[config.mk]
export PLATFORM = sky130hd
export DESIGN_NAME = decode_stage
export DESIGN_NICKNAME = d
export VERILOG_FILES = /design/src/rtl/decode_stage.sv
export SDC_FILE = /design/constraint.sdc
export NUM_CORES = 1
export LEC_CHECK = 0
export ABC_AREA = 1
export CORE_UTILIZATION = 35
export DETAILED_ROUTE_END_ITERATION = 8
export GPL_ROUTABILITY_DRIVEN = 0
export PLACE_DENSITY = 0.68
export SLEW_MARGIN = 20
export SYNTH_ARGS = -nofsm -noshare
export SYNTH_HDL_FRONTEND = slang
export SYNTH_SLANG_ARGS = --single-unit
[constraint.sdc]
create_clock -name clk -period 3.4 [get_ports clk]
set_input_delay 0.85 -clock clk [delete_from_list [all_inputs] [get_ports clk]]
set_output_delay 0.85 -clock clk [all_outputs]
set_load 0.01 [all_outputs]
[src/rtl/decode_stage.sv]
// Registered MIPS-subset decode stage with a valid/ready handshake on both sides,
// load-use bubble insertion and a running count of bundles handed downstream.
module decode_stage #(
  parameter int HAZARD_EN = 1,
  parameter int CNT_W     = 16,
  parameter int IMM_SEXT  = 1
) (
  input  logic             clk,
  input  logic             rst,
  input  logic             in_valid,
  output logic             in_ready,
  input  logic [31:0]      instruction,
  output logic             out_valid,
  input  logic             out_ready,
  output logic [4:0]       rs,
  output logic [4:0]       rt,
  output logic [4:0]       rd,
  output logic [31:0]      imm,
  output logic [25:0]      adr,
  output logic [3:0]       aluOp,
  output logic             regwrite,
  output logic             memread,
  output logic             memwrite,
  output logic             immReg,
  output logic             jump,
  output logic             illegal,
  output logic [CNT_W-1:0] dec_count
);

  localparam logic [5:0] OP_RTYPE = 6'h00;
  localparam logic [5:0] OP_J     = 6'h02;
  localparam logic [5:0] OP_ADDI  = 6'h08;
  localparam logic [5:0] OP_LW    = 6'h23;
  localparam logic [5:0] OP_SW    = 6'h2B;

  localparam logic [5:0] FN_ADD = 6'h20;
  localparam logic [5:0] FN_SUB = 6'h22;
  localparam logic [5:0] FN_AND = 6'h24;
  localparam logic [5:0] FN_OR  = 6'h25;
  localparam logic [5:0] FN_SLT = 6'h2A;

  localparam logic [3:0] ALU_ADD = 4'd0;
  localparam logic [3:0] ALU_SUB = 4'd1;
  localparam logic [3:0] ALU_AND = 4'd2;
  localparam logic [3:0] ALU_OR  = 4'd3;
  localparam logic [3:0] ALU_SLT = 4'd4;

  typedef enum logic [1:0] {
    IDLE      = 2'd0,
    LOAD_PEND = 2'd1,
    BUBBLE    = 2'd2
  } haz_state_e;

  typedef struct packed {
    logic [4:0]  rs;
    logic [4:0]  rt;
    logic [4:0]  rd;
    logic [31:0] imm;
    logic [25:0] adr;
    logic [3:0]  alu_op;
    logic        regwrite;
    logic        memread;
    logic        memwrite;
    logic        imm_reg;
    logic        jump;
    logic        illegal;
  } bundle_t;

  logic [5:0] opcode;
  logic [5:0] funct;
  bundle_t    dec_bundle;

  bundle_t          bundle_d,    bundle_q;
  logic             out_valid_d, out_valid_q;
  logic [CNT_W-1:0] dec_count_d, dec_count_q;
  haz_state_e       haz_state_d, haz_state_q;
  logic [4:0]       lw_rd_d,     lw_rd_q;

  logic is_lw;
  logic reads_rs;
  logic reads_rt;
  logic dependent;
  logic bubble;
  logic in_ready_int;
  logic in_fire;
  logic out_fire;

  assign opcode = instruction[31:26];
  assign funct  = instruction[5:0];

  // NOTE: every field gets a default before the case so no path leaves a latch behind.
  always_comb begin
    dec_bundle     = '0;
    dec_bundle.rs  = instruction[25:21];
    dec_bundle.rt  = instruction[20:16];
    dec_bundle.adr = instruction[25:0];
    dec_bundle.imm = (IMM_SEXT != 0) ? {{16{instruction[15]}}, instruction[15:0]}
                                     : {16'h0000, instruction[15:0]};
    case (opcode)
      OP_RTYPE: begin
        dec_bundle.rd       = instruction[15:11];
        dec_bundle.regwrite = 1'b1;
        case (funct)
          FN_ADD:  dec_bundle.alu_op = ALU_ADD;
          FN_SUB:  dec_bundle.alu_op = ALU_SUB;
          FN_AND:  dec_bundle.alu_op = ALU_AND;
          FN_OR:   dec_bundle.alu_op = ALU_OR;
          FN_SLT:  dec_bundle.alu_op = ALU_SLT;
          default: begin
            dec_bundle.regwrite = 1'b0;
            dec_bundle.illegal  = 1'b1;
          end
        endcase
      end
      OP_ADDI: begin
        dec_bundle.rd       = instruction[20:16];
        dec_bundle.regwrite = 1'b1;
        dec_bundle.imm_reg  = 1'b1;
      end
      OP_LW: begin
        dec_bundle.rd       = instruction[20:16];
        dec_bundle.regwrite = 1'b1;
        dec_bundle.memread  = 1'b1;
        dec_bundle.imm_reg  = 1'b1;
      end
      OP_SW: begin
        dec_bundle.memwrite = 1'b1;
        dec_bundle.imm_reg  = 1'b1;
      end
      OP_J:    dec_bundle.jump    = 1'b1;
      default: dec_bundle.illegal = 1'b1;
    endcase
  end

  // A pending load only hazards on registers the offered instruction actually reads.
  always_comb begin
    is_lw     = (opcode == OP_LW);
    reads_rs  = (opcode != OP_J);
    reads_rt  = (opcode == OP_RTYPE) || (opcode == OP_SW);
    dependent = (lw_rd_q != 5'd0) &&
                ((reads_rs && (dec_bundle.rs == lw_rd_q)) ||
                 (reads_rt && (dec_bundle.rt == lw_rd_q)));
    bubble    = (HAZARD_EN != 0) && (haz_state_q == LOAD_PEND) && in_valid && dependent;
    in_ready_int = !rst && (!out_valid_q || out_ready) && !bubble;
    in_fire   = in_valid && in_ready_int;
    out_fire  = out_valid_q && out_ready;
  end

  always_comb begin
    haz_state_d = haz_state_q;
    lw_rd_d     = lw_rd_q;
    case (haz_state_q)
      IDLE: begin
        if (in_fire && is_lw) begin
          haz_state_d = LOAD_PEND;
          lw_rd_d     = dec_bundle.rd;
        end
      end
      LOAD_PEND: begin
        // Leave for BUBBLE only once the load has gone (or is going) downstream.
        if (bubble && (out_fire || !out_valid_q)) begin
          haz_state_d = BUBBLE;
          lw_rd_d     = 5'd0;
        end else if (in_fire) begin
          haz_state_d = is_lw ? LOAD_PEND : IDLE;
          lw_rd_d     = is_lw ? dec_bundle.rd : 5'd0;
        end
      end
      BUBBLE: begin
        // A load accepted on the cycle after a bubble must still be remembered.
        haz_state_d = (in_fire && is_lw) ? LOAD_PEND : IDLE;
        lw_rd_d     = (in_fire && is_lw) ? dec_bundle.rd : 5'd0;
      end
      default: begin
        haz_state_d = IDLE;
        lw_rd_d     = 5'd0;
      end
    endcase
  end

  always_comb begin
    bundle_d    = in_fire ? dec_bundle : bundle_q;
    out_valid_d = in_fire ? 1'b1 : (out_fire ? 1'b0 : out_valid_q);
    dec_count_d = out_fire ? dec_count_q + CNT_W'(1) : dec_count_q;
  end

  // NOTE: state registers use non-blocking assignments so every flop samples pre-edge values.
  always_ff @(posedge clk) begin
    if (rst) begin
      bundle_q    <= '0;
      out_valid_q <= 1'b0;
      dec_count_q <= '0;
      haz_state_q <= IDLE;
      lw_rd_q     <= 5'd0;
    end else begin
      bundle_q    <= bundle_d;
      out_valid_q <= out_valid_d;
      dec_count_q <= dec_count_d;
      haz_state_q <= haz_state_d;
      lw_rd_q     <= lw_rd_d;
    end
  end

  assign in_ready  = in_ready_int;
  assign out_valid = out_valid_q;
  assign rs        = bundle_q.rs;
  assign rt        = bundle_q.rt;
  assign rd        = bundle_q.rd;
  assign imm       = bundle_q.imm;
  assign adr       = bundle_q.adr;
  assign aluOp     = bundle_q.alu_op;
  assign regwrite  = bundle_q.regwrite;
  assign memread   = bundle_q.memread;
  assign memwrite  = bundle_q.memwrite;
  assign immReg    = bundle_q.imm_reg;
  assign jump      = bundle_q.jump;
  assign illegal   = bundle_q.illegal;
  assign dec_count = dec_count_q;

endmodule

# Yosys cells after proc, flatten, opt, wreduce, memory -nomap -nowiden
# Cells that the tools add are included.
# word_totals
regBits,91
inputBits,36
output_inout_bits,101
wordCells,85
# classes
addsub,1
eq_ne,16
n_mux,25
reduce_logical,27
# op_table
op,count
"equality test 6 bit, second input constant",7
2-to-1 mux 5 bit,5
"adder 16 x 1 -> 16 bit, second input constant",1
one-hot mux 5 bit (3 select lines),1
one-hot mux 3 bit (4 select lines),1
logical AND 1 bit,11
equality test 5 bit,2
2-to-1 mux 1 bit,10
one-hot mux 5 bit (2 select lines),1
"equality test 6 x 2 -> 1 bit, second input constant",1
"equality test 6 x 4 -> 1 bit, second input constant",1
zero test 6 bit,1
2-to-1 mux 2 bit,3
"!= test 6 x 2 -> 1 bit, second input constant",1
one-hot mux 2 bit (3 select lines),1
nonzero test 5 bit,1
OR reduction 5 bit,1
logical OR 1 bit,4
2-to-1 mux 4 bit,1
one-hot mux 1 bit (2 select lines),2
OR reduction 4 bit,1
zero test 1 bit,3
"!= test 3 x 2 -> 1 bit, second input constant",1
OR reduction 3 bit,1
other kinds (7),7

# Depth between registers and ports, before layout
# Gate-level depths: netlist (run 1).
# depth
depth_word,12
ltp_mapped,14
mapped_depth_nobuf,14

# Worst setup path before layout (run 1)
# Ideal clock, no wire load.
# synth_timing
path_kind,in2out
startpoint,input instruction[28]
endpoint,output in_ready
t_arrival_ps,1632
path_slack_ps,918
cell_stages,7
path_cell_list,nor2_2 nand2_1 nor2_4 nor2_1 nand2_2 nand2_2 a21boi_0
# synth_between
elab_chain_cells,8
elab_cells_between_ends,11
# synth_rtl
element,line_no,source
"start, declared",12,"input logic [31:0] instruction,"
equality test 6 bit / zero test 6 bit (equally long branches),139,reads_rt = (opcode == OP_RTYPE) || (opcode == OP_SW);
logical OR 1 bit,139,
logical AND 1 bit,142,(reads_rt && (dec_bundle.rt == lw_rd_q)));
logical OR 1 bit (*),141,((reads_rs && (dec_bundle.rs == lw_rd_q)) ||
logical AND 1 bit (*),140,dependent = (lw_rd_q != 5'd0) &&
logical AND 1 bit (*),143,bubble = (HAZARD_EN != 0) && (haz_state_q == LOAD_PEND) && in_valid && dependent;
zero test 1 bit (*),144,in_ready_int = !rst && (!out_valid_q || out_ready) && !bubble;
logical AND 1 bit (*),144,
"end, declared",11,"output logic in_ready,"
# Mark *: on every way between the ends. The rest lies on a longest branch, timed or not.

# Final worst setup path (run 1)
# layout_timing
startpoint,input instruction[30]
endpoint,output in_ready
# Same word-level chain as after synthesis.

==> qor.txt, run 1 <==
Actual slew at the worst max-slew pin: 793 ps
Via density: 4.77
Critical path's largest stage delay: 440 ps
Synth Area in XOR/XNOR: 2.74%
First-pass DRT Iterations: 7
Routed via count: 3080
Worst-path fanout max: 3
Area growth from synthesis to layout: 45.1%
Slew margin rel.: 47.1%
IO Pins: 137
# DRC: 20
Setup_tns: 0 ps
Top sig layer: met4
Slew Viols, Final: 0
Mapped Cells: 430
Slowest CP cell: clkdlybuf4s50_1
Clock Power Share: 43.4%
Final Net Count: 570
H-tree lvl count: 3
Multi-input logic area: 1360 µm²
Storage cell area: 1280 µm²
Post-DP HPWL: 6630 µm
# clock sinks: 64
Distinct cells, synth: 42
Grt ovf: 0
Top-count cell post-synth: nand2_1
Internal power: 1.45 mW
Synth top area share: 40.0%
Comb pwr share: 14.6%
Main combinational cell family by area after synthesis: simple AND/OR/NAND/NOR gates
Synth Area in Simple Gates: 23.5%
Req. time, crit path: 2550 ps
Net Switching: 442 µW
Vias in the first global route: 2896
Port bufs: 135
Gr usage total: 18.3%
Max Cap Viol: 0
Post-synth EDFFs: 0
Synth Area in Compound Gates: 15.8%
Leak Pwr: 1.79 nW
CP Launch Type: input port
Finished Cell Area: 4640 µm²
Clock Skew: 7.92 ps
Status: complete, but fails checks
Layout cells sized above 1: 9.48%
Clk_lat worst skew: 340 ps
Max reg flops: 16
Crit path max-delay family: buffers and inverters
Period utilization: 88.3%
DP Area: 4390 µm²
Final Setup Violations: 0
Final Critical Period: 3000 ps
CTS buffer count: 9
Synth area leader: dfxtp_1
Worst Hold Class: flip-flop to flip-flop
CTS tree: built
Fmax: 0.333 GHz
Largest net degree at the start of global routing: 39
P per Cell Area: 408 nW/µm²
Final hold vios: 0
Seq cells post-synth: 64
Die ar.: 9530 µm²
Worst path cell trace: clkdlybuf4s50_1 > nor2_2 > nand2_1 > nor2_4 > nor2_1 > nand2_2 > nand2_2 > a21boi_0 > dlymetal6s2s_1
Chip Height: 97.6 µm
Mean Syn Cell Area: 7.44 µm²
Synth top cells by count: nand2_1, dfxtp_1, a21oi_1
Sw Ratio: 23.4%
Routed length per instance: 13.6 µm
Filler instances: 834
Post-synthesis mux area share: 0%
ANT cells: 0
Sequential fraction of the synthesis area: 40.0%
Initial antenna violation count: 0
WL met1: 3720 µm
Post-synth ARST share: 0%
DR WL met3: 475 µm
First DRT Iteration DRCs: 125
Aggregate routed wire length: 8780 µm
Hold-fix buffers, CTS: 0
Post-route ant nets: 0
Root buf cell: clkbuf_8
Initial core utilization: 36.3%
Area contributors post-synth: dfxtp_1, buf_4, nand2_1, a21oi_1, inv_1
Clock Path Buffers: 2
Worst path bufs/invs: 2
Synth Area in Adders: 0.391%
Unrepaired setup endpoints after global routing: no
Chip width: 97.6 µm
Routed wl met2: 4450 µm
Flop pwr share: 42.0%
First-pass GRT wire length: 14000 µm
Post-synth design cell area: 3200 µm²
Crit. End Element: output port
Critical Path Most Common Cell: nand2_2
Post-Syn Nets: 467
Row Count: 34
Failing checks: design-rule violations
Main synth FF type: dfxtp_1
Arr. time, crit path: 2150 ps
Clock transition at path regs: 70 ps
R2r setup slk: 1390 ps
Crit Path Class: input port to output port
Yosys warns: 0
Core ar.: 8810 µm²
Maximum vdd ir drop: 176 µV
[layout make-up]
type / instances / area share, %
Clock buffer: 11 / 3.26
Inverter: 41 / 3.34
Sequential cell: 64 / 27.6
Clock inverter: 5 / 2.21
Timing Repair Buffer: 149 / 31.4
Multi-Input combinational cell: 268 / 29.3
Tap cell: 108 / 2.91
[per-stage QoR]
step / std cells / power [mW] / hold slack, ps / setup WS [ps] / utilization (%)
after detailed placement: 630 / 1.09 / 447 / 18.5 / 49.8
after global routing: 646 / 1.98 / 496 / 266 / 52.7
final: 646 / 1.89 / 459 / 399 / 52.7
after floorplan: 430 / 0.950 / 467 / 918 / -
after global placement: 630 / 1.09 / 436 / 1.35 / 49.8
after CTS: 646 / 1.92 / 460 / 0.657 / 52.7
[power by group through the flow]
stage          Combinational (mW)  Clock (mW)  Sequential [mW]
6_report                    0.277       0.822            0.795
5_1_grt                     0.296       0.884            0.799
4_1_cts                     0.279       0.841            0.796
3_5_place_dp                0.278           0            0.813
3_3_place_gp                0.274           0            0.812
2_1_floorplan               0.130           0            0.821
[cells in the final DEF, fill, tap and decap left out, drive strengths merged]
master         synthesis  layout
clkdlybuf4s50          0     134
nand2                 92      92
dfxtp                 64      64
a21oi                 57      57
inv                   38      38
nor2                  37      37
o21ai                 23      23
nand3                 22      22
buf                   51      14
clkbuf                 6      11
nor3                   7       7
xnor2                  6       6
xor2                   4       4
a22oi                  4       4
clkinv                 3       4
bufinv                 0       3
nand4                  3       3
nor4                   2       2
a31oi                  2       2
a21boi                 1       1
a22o                   1       1
o41ai                  1       1
o211a                  1       1
nand3b                 1       1
o21a                   1       1
a221oi                 1       1
ha                     1       1
conb                   1       1
clkinvlp               0       1
dlymetal6s2s           0       1
[metal layers]
layer  up-vias  track usage (%)
met3        11             4.03
met4         0             7.58
li1       1556                -
met5         -                0
met2       107             31.3
met1      1406             22.2
[tightest hold or removal path: cells and delay by family (launching register included)]
| kind | cells | cell delay, ps |
|---|---|---|
| flip-flops | 1 | 320 |
| buffers and inverters | 1 | 50 |
| AO/OA/AOI/OAI | 1 | 50 |
[cell families (layout without fill, tap and decap cells)]
kind of cell             Yosys count  after routing
other                              1              1
adder cells (fa/ha/maj)            1              1
buffers and inverters             98            206
flip-flops                        64             64
XOR/XNOR                          10             10
AO/OA/AOI/OAI                     92             92
AND/OR/NAND/NOR                  164            164
[final timing paths]
kind / from / to / cells after the start
setup / recovery: instruction[30] / in_ready / 9
hold / removal: aluOp[2]$_SDFFE_PP0P_ / aluOp[2]$_SDFFE_PP0P_ / 2
setup reg to reg: lw_rd_q[3]$_SDFFE_PP0P_ / lw_rd_q[4]$_SDFFE_PP0P_ / 13
hold reg to reg: aluOp[2]$_SDFFE_PP0P_ / aluOp[2]$_SDFFE_PP0P_ / 2
[timing repair]
| action | in CTS | in global routing |
|---|---|---|
| setup buffers | 0 | 0 |
| resized for setup | 0 | 1 |
| endpoints found under the setup margin | 0 | 1 |
(Power assumes the default switching activity.)
==> inputs of run 2 (changes only) <==
--- a/config.mk
+++ b/config.mk
@@ -6,6 +6,7 @@
 export NUM_CORES = 1
 export LEC_CHECK = 0
 export ABC_AREA = 1
+export CORE_MARGIN = 2
 export CORE_UTILIZATION = 35
 export DETAILED_ROUTE_END_ITERATION = 8
 export GPL_ROUTABILITY_DRIVEN = 0
==> qor.txt, run 2 (same netlist as run 1, synthesis figures left out) <==
Commonest non-fill, non-tap cells in the layout: clkdlybuf4s50_1, nand2_1, dfxtp_1
P per Cell Area: 378 nW/µm² (-7.4%)
R2r setup slk: 1470 ps (+80 ps)
Chip Height: 99.6 µm (+2.0%)
Crit. End Element: output port
Finished Layout Cells: 643 (-0.46%)
Fmax: 0.323 GHz (-3.1%)
Maximum vdd ir drop: 192 µV (+9.1%)
Gr busiest metal: met2
HP Start: aluOp[2]$_SDFFE_PP0P_
Port bufs: 135 (unchanged)
Reg2reg start: lw_rd_q[2]$_SDFFE_PP0P_
Row Count: 34 (unchanged)
Commonest non-fill, non-tap cell in the layout: clkdlybuf4s50_1
Via density: 4.71 (-1.2%)
Setup_tns: 0 ps (unchanged)
Max reg flops: 16 (unchanged)
Met2 Resource Use GR: 29.9% (-1.4 points)
Final Setup Violations: 0 (unchanged)
Post-DP HPWL: 6660 µm (+0.47%)
H-tree lvl count: 3 (unchanged)
Final hold vios: 0 (unchanged)
First-pass GRT wire length: 14200 µm (+1.0%)
Post-route ant nets: 0 (unchanged)
Initial antenna violation count: 0 (unchanged)
First-pass DRT Iterations: 4 (-3)
ANT cells: 0 (unchanged)
R2r endpoint: immReg$_SDFFE_PP0P_
Arr. time, crit path: 2250 ps (+100 ps)
Dpl cells: 627 (-0.48%)
Hold-critical path endpoint: aluOp[2]$_SDFFE_PP0P_
Clock Skew: 7.79 ps (-0.127 ps)
Hold-fix buffers, CTS: 0 (unchanged)
Clk_lat worst skew: 320 ps (-20 ps)
Area growth from synthesis to layout: 42.9%
Largest net degree at the start of global routing: 39 (unchanged)
Final Critical Period: 3100 ps (+95.0 ps)
Worst Hold Class: flip-flop to flip-flop
First DRT Iteration DRCs: 93 (-26%)
Routed length per instance: 13.6 µm (+0.32%)
Chip width: 99.6 µm (+2.0%)
Aggregate routed wire length: 8770 µm (-0.15%)
Vias in the first global route: 2894 (-0.069%)
Final Net Count: 567 (-0.53%)
Leak Pwr: 1.75 nW (-2.3%)
Max Cap Viol: 0 (unchanged)
Worst-path fanout max: 2 (-1)
FF-to-FF path depth: 11 (-2)
Req. time, crit path: 2550 ps (about the same)
Slew Viols, Final: 0 (unchanged)
Crit Path Class: input port to output port
IO Pins: 137 (unchanged)
Hold Crit Depth: 2 (unchanged)
Grt ovf: 0 (unchanged)
Layout cells sized above 1: 8.60% (-0.88 points)
# DRC: 0 (-100%)
Routed via count: 3030 (-1.6%)
CP Launch Type: input port
Slew margin rel.: 48.6% (+1.5 points)
Period utilization: 91.1% (+2.8 points)
Root buf cell: clkbuf_8
Status: completed
CTS tree: built
Core ar.: 8810 µm² (unchanged)
Actual slew at the worst max-slew pin: 770 ps (-23.1 ps)
Gr usage total: 17.9% (-0.44 points)
Initial core utilization: 36.3% (unchanged)
Clock transition at path regs: 70 ps (about the same)
CTS buffer count: 9 (unchanged)
Die ar.: 9930 µm² (+4.1%)
Unrepaired setup endpoints after global routing: no
Met1 Use GR: 22.6% (+0.42 points)
Clock Path Buffers: 2 (unchanged)
# clock sinks: 64 (unchanged)
Grt met3 use: 4.64% (+0.61 points)
-- run 2: what timing repair did --
| action | CTS | global route |
|---|---|---|
| gates resized for setup | 1 | 0 |
| setup endpoints to repair | 1 | 0 |
| buffers inserted | 0 | 0 |
-- run 2: final cells by class --
class,count,area (µm²)
Fill cell,849,4230
Inverter,41,155
Tap cell,108,135
Timing Repair Buffer,146,1450
Clock buffer,13,159
Multi-Input combinational cell,268,1360
Clock inverter,3,40.0
Sequential cell,64,1280
-- run 2: how the worst max path moves through the flow --
| stage | endpoint | from | cells after the start | slack [ps] |
|---|---|---|---|---|
| 4_1_cts | in_ready | instruction[31] | 9 | 280 |
| 6_report | in_ready | instruction[23] | 8 | 300 |
| 2_1_floorplan | in_ready | instruction[28] | 7 | 920 |
| 3_5_place_dp | in_ready | instruction[30] | 9 | 20 |
| 3_3_place_gp | in_ready | instruction[30] | 9 | 30 |
| 5_1_grt | in_ready | instruction[30] | 9 | 170 |
-- run 2: worst max-delay path, stage by stage --
cell and delay, ps:
clkdlybuf4s50_1 500, xnor2_1 130, nand2_1 70, nor2_1 190, nand2_2 80, nand2_2 70
a21boi_0 70, dlygate4sd2_1 290
-- run 2: power breakdown --
part	switching, mW	internal [mW]
clock	0.279	0.377
combinational	0.126	0.150
sequential	0.0210	0.775
total	0.426	1.30
-- run 2: per-layer routing --
layer	vias up	part of all wire, %
met5	-	0
met4	0	1.3
met3	6	4.6
met2	93	49
met1	1376	45
li1	1555	-
-- run 2: stage by stage --
step / setup WS [ps] / total power [mW] / util (%) / instance area [µm²] / hold WS (ps)
after floorplan: 918 / 0.950 / - / 3200 / 467
after global placement: 32.1 / 1.09 / 49.7 / 4380 / 437
after detailed placement: 17.3 / 1.09 / 49.7 / 4380 / 445
after CTS: 282 / 1.75 / 51.9 / 4570 / 455
after global routing: 165 / 1.81 / 51.9 / 4570 / 484
final: 304 / 1.73 / 51.9 / 4570 / 451
